--- src/rtl/armleocpu_axi_pkg.sv ---
// Shared AXI encodings and read-responder state type.
// Holds the burst-legality helper used at AR acceptance.
package armleocpu_axi_pkg;

  localparam logic [1:0] AXI_BURST_FIXED = 2'b00;
  localparam logic [1:0] AXI_BURST_INCR  = 2'b01;
  localparam logic [1:0] AXI_BURST_WRAP  = 2'b10;

  localparam logic [1:0] AXI_RESP_OKAY   = 2'b00;
  localparam logic [1:0] AXI_RESP_SLVERR = 2'b10;
  localparam logic [1:0] AXI_RESP_DECERR = 2'b11;

  typedef enum logic [1:0] {
    RD_IDLE = 2'd0,
    RD_MEM  = 2'd1,
    RD_RESP = 2'd2
  } rd_state_t;

  // A request is malformed if it is not a word-sized, word-aligned beat of a
  // legal burst type; WRAP additionally needs a power-of-two length of 2..16.
  function automatic logic axi_burst_err(input logic [2:0] size,
                                         input logic [1:0] burst,
                                         input logic [7:0] len,
                                         input logic [1:0] addr_lo);
    logic err;
    err = 1'b0;
    if (size != 3'd2) err = 1'b1;
    if (burst == 2'b11) err = 1'b1;
    if (burst == AXI_BURST_WRAP &&
        !(len == 8'd1 || len == 8'd3 || len == 8'd7 || len == 8'd15)) err = 1'b1;
    if (addr_lo != 2'b00) err = 1'b1;
    return err;
  endfunction

endpackage

--- src/rtl/armleocpu_axi_burst_addr_gen.sv ---
// Combinational next-beat byte address for 4-byte AXI beats.
// Shared between the read responder and a future write responder.
module armleocpu_axi_burst_addr_gen
  import armleocpu_axi_pkg::*;
#(
  parameter int ADDR_WIDTH = 34
) (
  input  logic [ADDR_WIDTH-1:0] addr,
  input  logic [7:0]            len,
  input  logic [1:0]            burst,
  output logic [ADDR_WIDTH-1:0] next_addr
);

  logic [ADDR_WIDTH-1:0] incr_addr;
  logic [ADDR_WIDTH-1:0] wrap_mask;

  assign incr_addr = addr + ADDR_WIDTH'(4);
  // span - 1 = 4*(len+1) - 1 = {len, 2'b11}
  assign wrap_mask = ADDR_WIDTH'({len, 2'b11});

  always_comb begin
    next_addr = addr;
    case (burst)
      AXI_BURST_INCR: next_addr = incr_addr;
      AXI_BURST_WRAP: next_addr = (addr & ~wrap_mask) | (incr_addr & wrap_mask);
      default:        next_addr = addr;
    endcase
  end

endmodule

--- src/rtl/armleocpu_axi_read_responder.sv ---
// AXI4 AR/R responder in front of a single-port synchronous word memory.
// Optional macro ARMLEOCPU_AXI_READ_RESPONDER_ERRINJ_EN adds the err_inject input.
module armleocpu_axi_read_responder
  import armleocpu_axi_pkg::*;
#(
  parameter int                    ADDR_WIDTH     = 34,
  parameter logic [ADDR_WIDTH-1:0] MEM_BASE       = '0,
  parameter int                    MEM_WORDS_LOG2 = 10
) (
  input  logic                      clk,
  input  logic                      rst_n,
  input  logic                      axi_arvalid,
  output logic                      axi_arready,
  input  logic [ADDR_WIDTH-1:0]     axi_araddr,
  input  logic [7:0]                axi_arlen,
  input  logic [2:0]                axi_arsize,
  input  logic [1:0]                axi_arburst,
`ifdef ARMLEOCPU_AXI_READ_RESPONDER_ERRINJ_EN
  input  logic                      err_inject,
`endif
  output logic                      axi_rvalid,
  input  logic                      axi_rready,
  output logic [1:0]                axi_rresp,
  output logic                      axi_rlast,
  output logic [31:0]               axi_rdata,
  output logic                      mem_read,
  output logic [MEM_WORDS_LOG2-1:0] mem_addr,
  input  logic [31:0]               mem_rdata,
  output rd_state_t                 dbg_state
);

  // Handshakes: AR transfers on a rising edge with arvalid & arready; R
  // transfers on a rising edge with rvalid & rready, and every R output is
  // held unchanged while rvalid=1 and rready=0.

  rd_state_t             state_q, state_d;
  logic [ADDR_WIDTH-1:0] addr_q, addr_d;
  logic [7:0]            len_q, len_d;
  logic [1:0]            burst_q, burst_d;
  logic [7:0]            cnt_q, cnt_d;
  logic                  err_q, err_d;

  logic                  inject;
  logic [ADDR_WIDTH-1:0] next_addr;
  logic [ADDR_WIDTH-1:0] offset;
  logic [ADDR_WIDTH-1:0] word_off;
  logic                  in_range;
  logic [1:0]            beat_resp;

`ifdef ARMLEOCPU_AXI_READ_RESPONDER_ERRINJ_EN
  assign inject = err_inject;
`else
  assign inject = 1'b0;
`endif

  armleocpu_axi_burst_addr_gen #(
    .ADDR_WIDTH (ADDR_WIDTH)
  ) u_addr_gen (
    .addr      (addr_q),
    .len       (len_q),
    .burst     (burst_q),
    .next_addr (next_addr)
  );

  // Range is judged per beat, so INCR bursts may run off the end into DECERR.
  assign offset    = addr_q - MEM_BASE;
  assign word_off  = offset >> 2;
  assign in_range  = (addr_q >= MEM_BASE) && (word_off[ADDR_WIDTH-1:MEM_WORDS_LOG2] == '0);
  assign beat_resp = err_q     ? AXI_RESP_SLVERR :
                     !in_range ? AXI_RESP_DECERR : AXI_RESP_OKAY;

  always_ff @(posedge clk or negedge rst_n) begin
    if (!rst_n) begin
      state_q <= RD_IDLE;
      addr_q  <= '0;
      len_q   <= '0;
      burst_q <= '0;
      cnt_q   <= '0;
      err_q   <= 1'b0;
    end else begin
      state_q <= state_d;
      addr_q  <= addr_d;
      len_q   <= len_d;
      burst_q <= burst_d;
      cnt_q   <= cnt_d;
      err_q   <= err_d;
    end
  end

  always_comb begin
    state_d     = state_q;
    addr_d      = addr_q;
    len_d       = len_q;
    burst_d     = burst_q;
    cnt_d       = cnt_q;
    err_d       = err_q;
    axi_arready = 1'b0;
    axi_rvalid  = 1'b0;
    axi_rresp   = AXI_RESP_OKAY;
    axi_rlast   = 1'b0;
    axi_rdata   = '0;
    mem_read    = 1'b0;
    mem_addr    = '0;
    case (state_q)
      RD_IDLE: begin
        // Gated by rst_n so arready is 0 for the whole reset assertion.
        axi_arready = rst_n;
        if (axi_arvalid) begin
          addr_d  = axi_araddr;
          len_d   = axi_arlen;
          burst_d = axi_arburst;
          cnt_d   = axi_arlen;
          err_d   = axi_burst_err(axi_arsize, axi_arburst, axi_arlen, axi_araddr[1:0]) | inject;
          state_d = RD_MEM;
        end
      end
      RD_MEM: begin
        if (in_range && !err_q) begin
          mem_read = 1'b1;
          mem_addr = word_off[MEM_WORDS_LOG2-1:0];
        end
        state_d = RD_RESP;
      end
      RD_RESP: begin
        axi_rvalid = 1'b1;
        axi_rlast  = (cnt_q == 8'd0);
        axi_rresp  = beat_resp;
        axi_rdata  = (beat_resp == AXI_RESP_OKAY) ? mem_rdata : 32'h0;
        if (axi_rready) begin
          if (cnt_q == 8'd0) begin
            state_d = RD_IDLE;
          end else begin
            cnt_d   = cnt_q - 8'd1;
            addr_d  = next_addr;
            state_d = RD_MEM;
          end
        end
      end
      default: state_d = RD_IDLE;
    endcase
  end

  assign dbg_state = state_q;

endmodule

--- config.mk ---
export PLATFORM = sky130hd
export DESIGN_NAME = armleocpu_axi_read_responder
export DESIGN_NICKNAME = d
export VERILOG_FILES = /design/src/rtl/armleocpu_axi_pkg.sv /design/src/rtl/armleocpu_axi_burst_addr_gen.sv /design/src/rtl/armleocpu_axi_read_responder.sv
export SDC_FILE = /design/constraint.sdc
export NUM_CORES = 1
export LEC_CHECK = 0
export BUFFER_PORTS_ARGS = -buffer_cell sky130_fd_sc_hd__buf_2
export CORE_MARGIN = 2
export CORE_UTILIZATION = 45
export CTS_CLUSTER_DIAMETER = 50
export DETAILED_ROUTE_END_ITERATION = 8
export PLACE_DENSITY = 0.71
export SETUP_SLACK_MARGIN = 0.02
export SYNTH_ARGS = -nofsm -noshare
export SYNTH_HDL_FRONTEND = slang
export SYNTH_HIERARCHICAL = 1
export SYNTH_SLANG_ARGS = --single-unit
--- constraint.sdc ---
create_clock -name clk -period 3.95 [get_ports clk]
set_input_delay 0.79 -clock clk [delete_from_list [all_inputs] [get_ports clk]]
set_output_delay 0.79 -clock clk [all_outputs]
set_load 0.05 [all_outputs]
---- After elaboration in Yosys (flattened, before gate mapping) ----
Cells that the tools add are included.
storage, ports and cells
  memories ................................ 0
  register bits after elaboration ......... 55
  ROM bits ................................ 0
  latch bits .............................. 0
  output and inout bits ................... 50
  bits in writable memories ............... 0
operators by class
  reduce and logical (&&, ||, !) cells .... 18
  multiply operators ...................... 0
  multiplexer cells ....................... 29
  div/mod/pow operators ................... 0
  equal/unequal tests ..................... 15
  shifts and indexed selects .............. 0
  add/subtract/negate cells ............... 2
  order comparisons ....................... 1
  bitwise gates (word level) .............. 4
operator list
  cell                                                                count
  case mux 34 bit (2 select lines)                                    2
  two-way mux 34 bit                                                  3
  two-way mux 32 bit                                                  2
  adder 34 x 3 -> 34 bit, second input constant                       1
  AND 34 x 10 -> 34 bit                                               1
  AND 34 bit                                                          1
  greater-or-equal comparator 34 x 1 -> 1 bit, second input constant  1
  NOT 10 -> 34 bit                                                    1
  OR 34 bit                                                           1
  zero test 24 bit                                                    1
  two-way mux 8 bit                                                   3
  two-way mux 10 bit                                                  2
  case mux 8 bit (2 select lines)                                     1
  two-way mux 1 bit                                                   10
  two-way mux 2 bit                                                   5
  equality test 2 bit, second input constant                          4
  equality test 8 x 1 -> 1 bit, second input constant                 1
  equality test 8 x 2 -> 1 bit, second input constant                 1
  equality test 8 x 3 -> 1 bit, second input constant                 1
  equality test 8 x 4 -> 1 bit, second input constant                 1
  zero test 8 bit                                                     1
  subtractor 8 x 1 -> 8 bit, second input constant                    1
  inequality test 2 bit, second input constant                        3
  case mux 2 bit (3 select lines)                                     1
  11 further kinds                                                    20

---- Depth between registers and ports, before layout ----
  depth after elaboration ................. 8
  gate-level depth with buffers ........... 10
  mapped depth without buffers ............ 9

---- Hierarchy ----
Netlist, hierarchy kept.
modules (own cells, without submodules)
  module                        area an instance (um^2)  instances  cells an instance
  armleocpu_axi_read_responder  3145.5                   1          339
  armleocpu_axi_burst_addr_gen  1178.6                   1          208

---- Worst setup path after synthesis ----
OpenSTA, ideal clock, no wires.
  path kind ............................... reg-to-output
  start point ............................. register state_q[1] (netlist: dbg_state[1])
  end point ............................... output port axi_rresp[0]
  path slack .............................. 0.759 ns
  arrival time ............................ 2.401 ns
  buffers on the path ..................... 3
  cell stages (with the launch flop) ...... 6
  path through ............................ dfrtp_1 > buf_2 > nand2b_1 > buf_2 > buf_1 > nor3_1
between the ends
  word-level cells in the longest chain between the ends .. 2
ends and longest elaborated chain
  item                    line                                 RTL
  start, declared         armleocpu_axi_read_responder.sv:36   rd_state_t state_q, state_d;
  start signal, assigned  armleocpu_axi_read_responder.sv:81   state_q <= state_d;
  equality test 2 bit     armleocpu_axi_read_responder.sv:104  case (state_q)
  two-way mux 2 bit       armleocpu_axi_read_responder.sv:104
  end, declared           armleocpu_axi_read_responder.sv:23   output logic [1:0] axi_rresp,
Every way passes these cells.

---- Worst setup path after layout ----
  start point ............................. register addr_q[16]
  end point ............................... output port mem_addr[2]
between the ends
  word-level cells in the longest chain between the ends .. 5
ends and longest elaborated chain
  item                                                                             line                                 RTL
  start, declared                                                                  armleocpu_axi_read_responder.sv:37   logic [ADDR_WIDTH-1:0] addr_q, addr_d;
  start signal, assigned                                                           armleocpu_axi_read_responder.sv:82   addr_q <= addr_d;
  greater-or-equal comparator 34 x 1 -> 1 bit or zero test 24 bit (tied branches)  armleocpu_axi_read_responder.sv:68   assign in_range = (addr_q >= MEM_BASE) && (word_off[ADDR_WIDTH-1:MEM_WORDS_LOG2] == '0);
  logical AND 1 bit (*)                                                            armleocpu_axi_read_responder.sv:68
  logical AND 1 bit (*)                                                            armleocpu_axi_read_responder.sv:118  if (in_range && !err_q) begin
  two-way mux 10 bit (*)                                                           armleocpu_axi_read_responder.sv:118
  two-way mux 10 bit (*)                                                           armleocpu_axi_read_responder.sv:104
  end, declared                                                                    armleocpu_axi_read_responder.sv:27   output logic [MEM_WORDS_LOG2-1:0] mem_addr,
Mark *: on every way between the ends. The rest lies on a longest branch, timed or not.

==> results.yml <==
cts:
  insertion_delay_ns: 0.32
  cts_hold_buf: 0
  clock_sinks: 53
  clk_path_buf_depth: 2
  root_buffer: "clkbuf_8"
  clk_pin_slew_worst_paths_ns: 0.11
  cts_tree: "done"
  htree_num_levels: 2
  cts_resized: 0
  post_cts_buffers: 0
  cts_buffers: 5
outcome:
  status: "finished, final reports clean"
final_layout:
  fin_nets: 737
  final_layout_size_suffix_gt1_frac: 0.2523
  nFillCells: 878
  insertedDiodeCount: 0
  area_growth_pct: 18.27
  layout_common_cells: "132 x buf_2, 64 x o21ai_0, 59 x nand2_1"
  layout.cells.most_common: "buf_2"
  final_util: 0.5452
min_path:
  hold_path.class: "register to register"
  hold_depth: 2
floorplan:
  core_area_um2: 9153
  start_util: 0.4610
  io_pins: 133
  die_area_um2: 10170
  die_x_um: 100.8
  row_count: 35
  die_h_um: 100.8
drt:
  routed-wl-met3_um: 966
  routed_wl_um: 13440
  initialDrtViolationCount: 315
  route.met2.wl_um: 6398
  postRouteAntennaNets: 0
  routedWlPerCell_um: 17.66
  wl_met1_um: 5901
  avgViaCountPerCell: 5.980
  vias: 4551
  dr.pass1.iters: 4
  drc: 0
  topRoutingLayerUsed: "met4"
global_routing:
  antenna_found_initial: 0
  overflow: 0
  gr-usage-all-layers: 0.2622
  grt_pass1_vias: 4169
  grt_max_degree: 54
  grt_pass1_wl_um: 21250
yosys:
  syn_avg_cell_area_um2: 7.857
  syn_area_um2: 4219
  postSynthCellCount: 537
  yosysWarnings: 6
  synth_nets: 625
worst_setup_path:
  crit_fanout: 11
  crit_required_ns: 3.16
  worstSetupPathType: "register to primary output"
  r2r_cells: 8
  worstSetupEndpointType: "primary output"
  startpoint_type: "register"
  crit_arrival_ns: 2.68
placed_design:
  hpwl_um: 9337
  gp_congestion: 0.8840
  place_ws_ns: 0.8516
  portBuffers: 132
sta:
  fin_crit_sh: 0.8791
  slew_viol_final: 0
  fmax_ghz: 0.2880
  fin_hold_ws_ns: 0.4890
  post-route-min-period_ns: 3.472
  timing.final.hold_violations: 0
  setup_violations: 0
  fin_tns_setup_ns: 0
  clock_skew_ns: 0.009396
  rsz0062_at_grt: "false"
  layout_setup_ws_ns: 0.4776
  relSlewSlack: 0.2252
  tightestPinTransition_ns: 1.160
power_and_ir_drop:
  vdd_ir_drop_max_mv: 0.4683
  p_per_area_nw_per_um2: 673.1
  p_leak_nw: 2.302
job:
  max-cap-violations: 0
[sequential cells by signal, summed over array words and instances (netlist names)]
register / count
burst_q: 2
cnt_q: 8
err_q: 1
addr_q: 32
dbg_state: 2
len_q: 8
[final cells by class]
type	count	area, µm²	area share
multi-input cells	429	2631	0.5273
flip-flops and latches	53	1326	0.2658
repair buffers	141	728.2	0.1459
well taps	111	138.9	0.02783
inverters	19	71.32	0.01429
clock buffers	5	68.82	0.01379
clock inverters	3	25.02	0.005015
[per-stage QoR]
step	area (µm²)	cells	total power [W]
finish	4990	761	0.003359
global route	4990	761	0.003640
CTS	4990	761	0.003334
detailed placement	4896	753	0.002993
global placement	4896	753	0.002924
floorplan	4219	537	0.002489
[where the power goes]
group          switching (W)  internal [W]  total (W)
registers           0.000423      0.000799    0.00122
logic                0.00113      0.000662    0.00180
clock network       0.000210      0.000130   0.000340
total                0.00177       0.00159    0.00336
[worst max-delay path, stage by stage (launching register included)]
cell and delay (ns):
dfrtp_1 0.49, nor4_2 0.39, nand4_2 0.25, nor4_2 0.71, and2_1 0.25, buf_2 0.27
[layer usage]
metal / GRT usage / vias to the layer above
met4: 0.06006 / 0
met1: 0.3782 / 2146
met3: 0.02913 / 22
met5: 0 / -
li1: - / 2183
met2: 0.4226 / 200
[worst paths after layout]
path	startpoint	endpoint	slack, ns
min in group asynchronous	rst_n	cnt_q[7]$_DFFE_PN0P_	0.64
worst max register to register	addr_q[2]$_DFFE_PN0P_	addr_q[32]$_DFFE_PN0P_	1.04
worst min register to register	len_q[4]$_DFFE_PN0P_	len_q[4]$_DFFE_PN0P_	0.49
worst max-delay path	addr_q[16]$_DFFE_PN0P_	mem_addr[2]	0.48
max in group asynchronous	rst_n	addr_q[12]$_DFFE_PN0P_	2.85
worst min-delay path	len_q[4]$_DFFE_PN0P_	len_q[4]$_DFFE_PN0P_	0.49
Note: power is estimated with default switching activity, not from simulation.
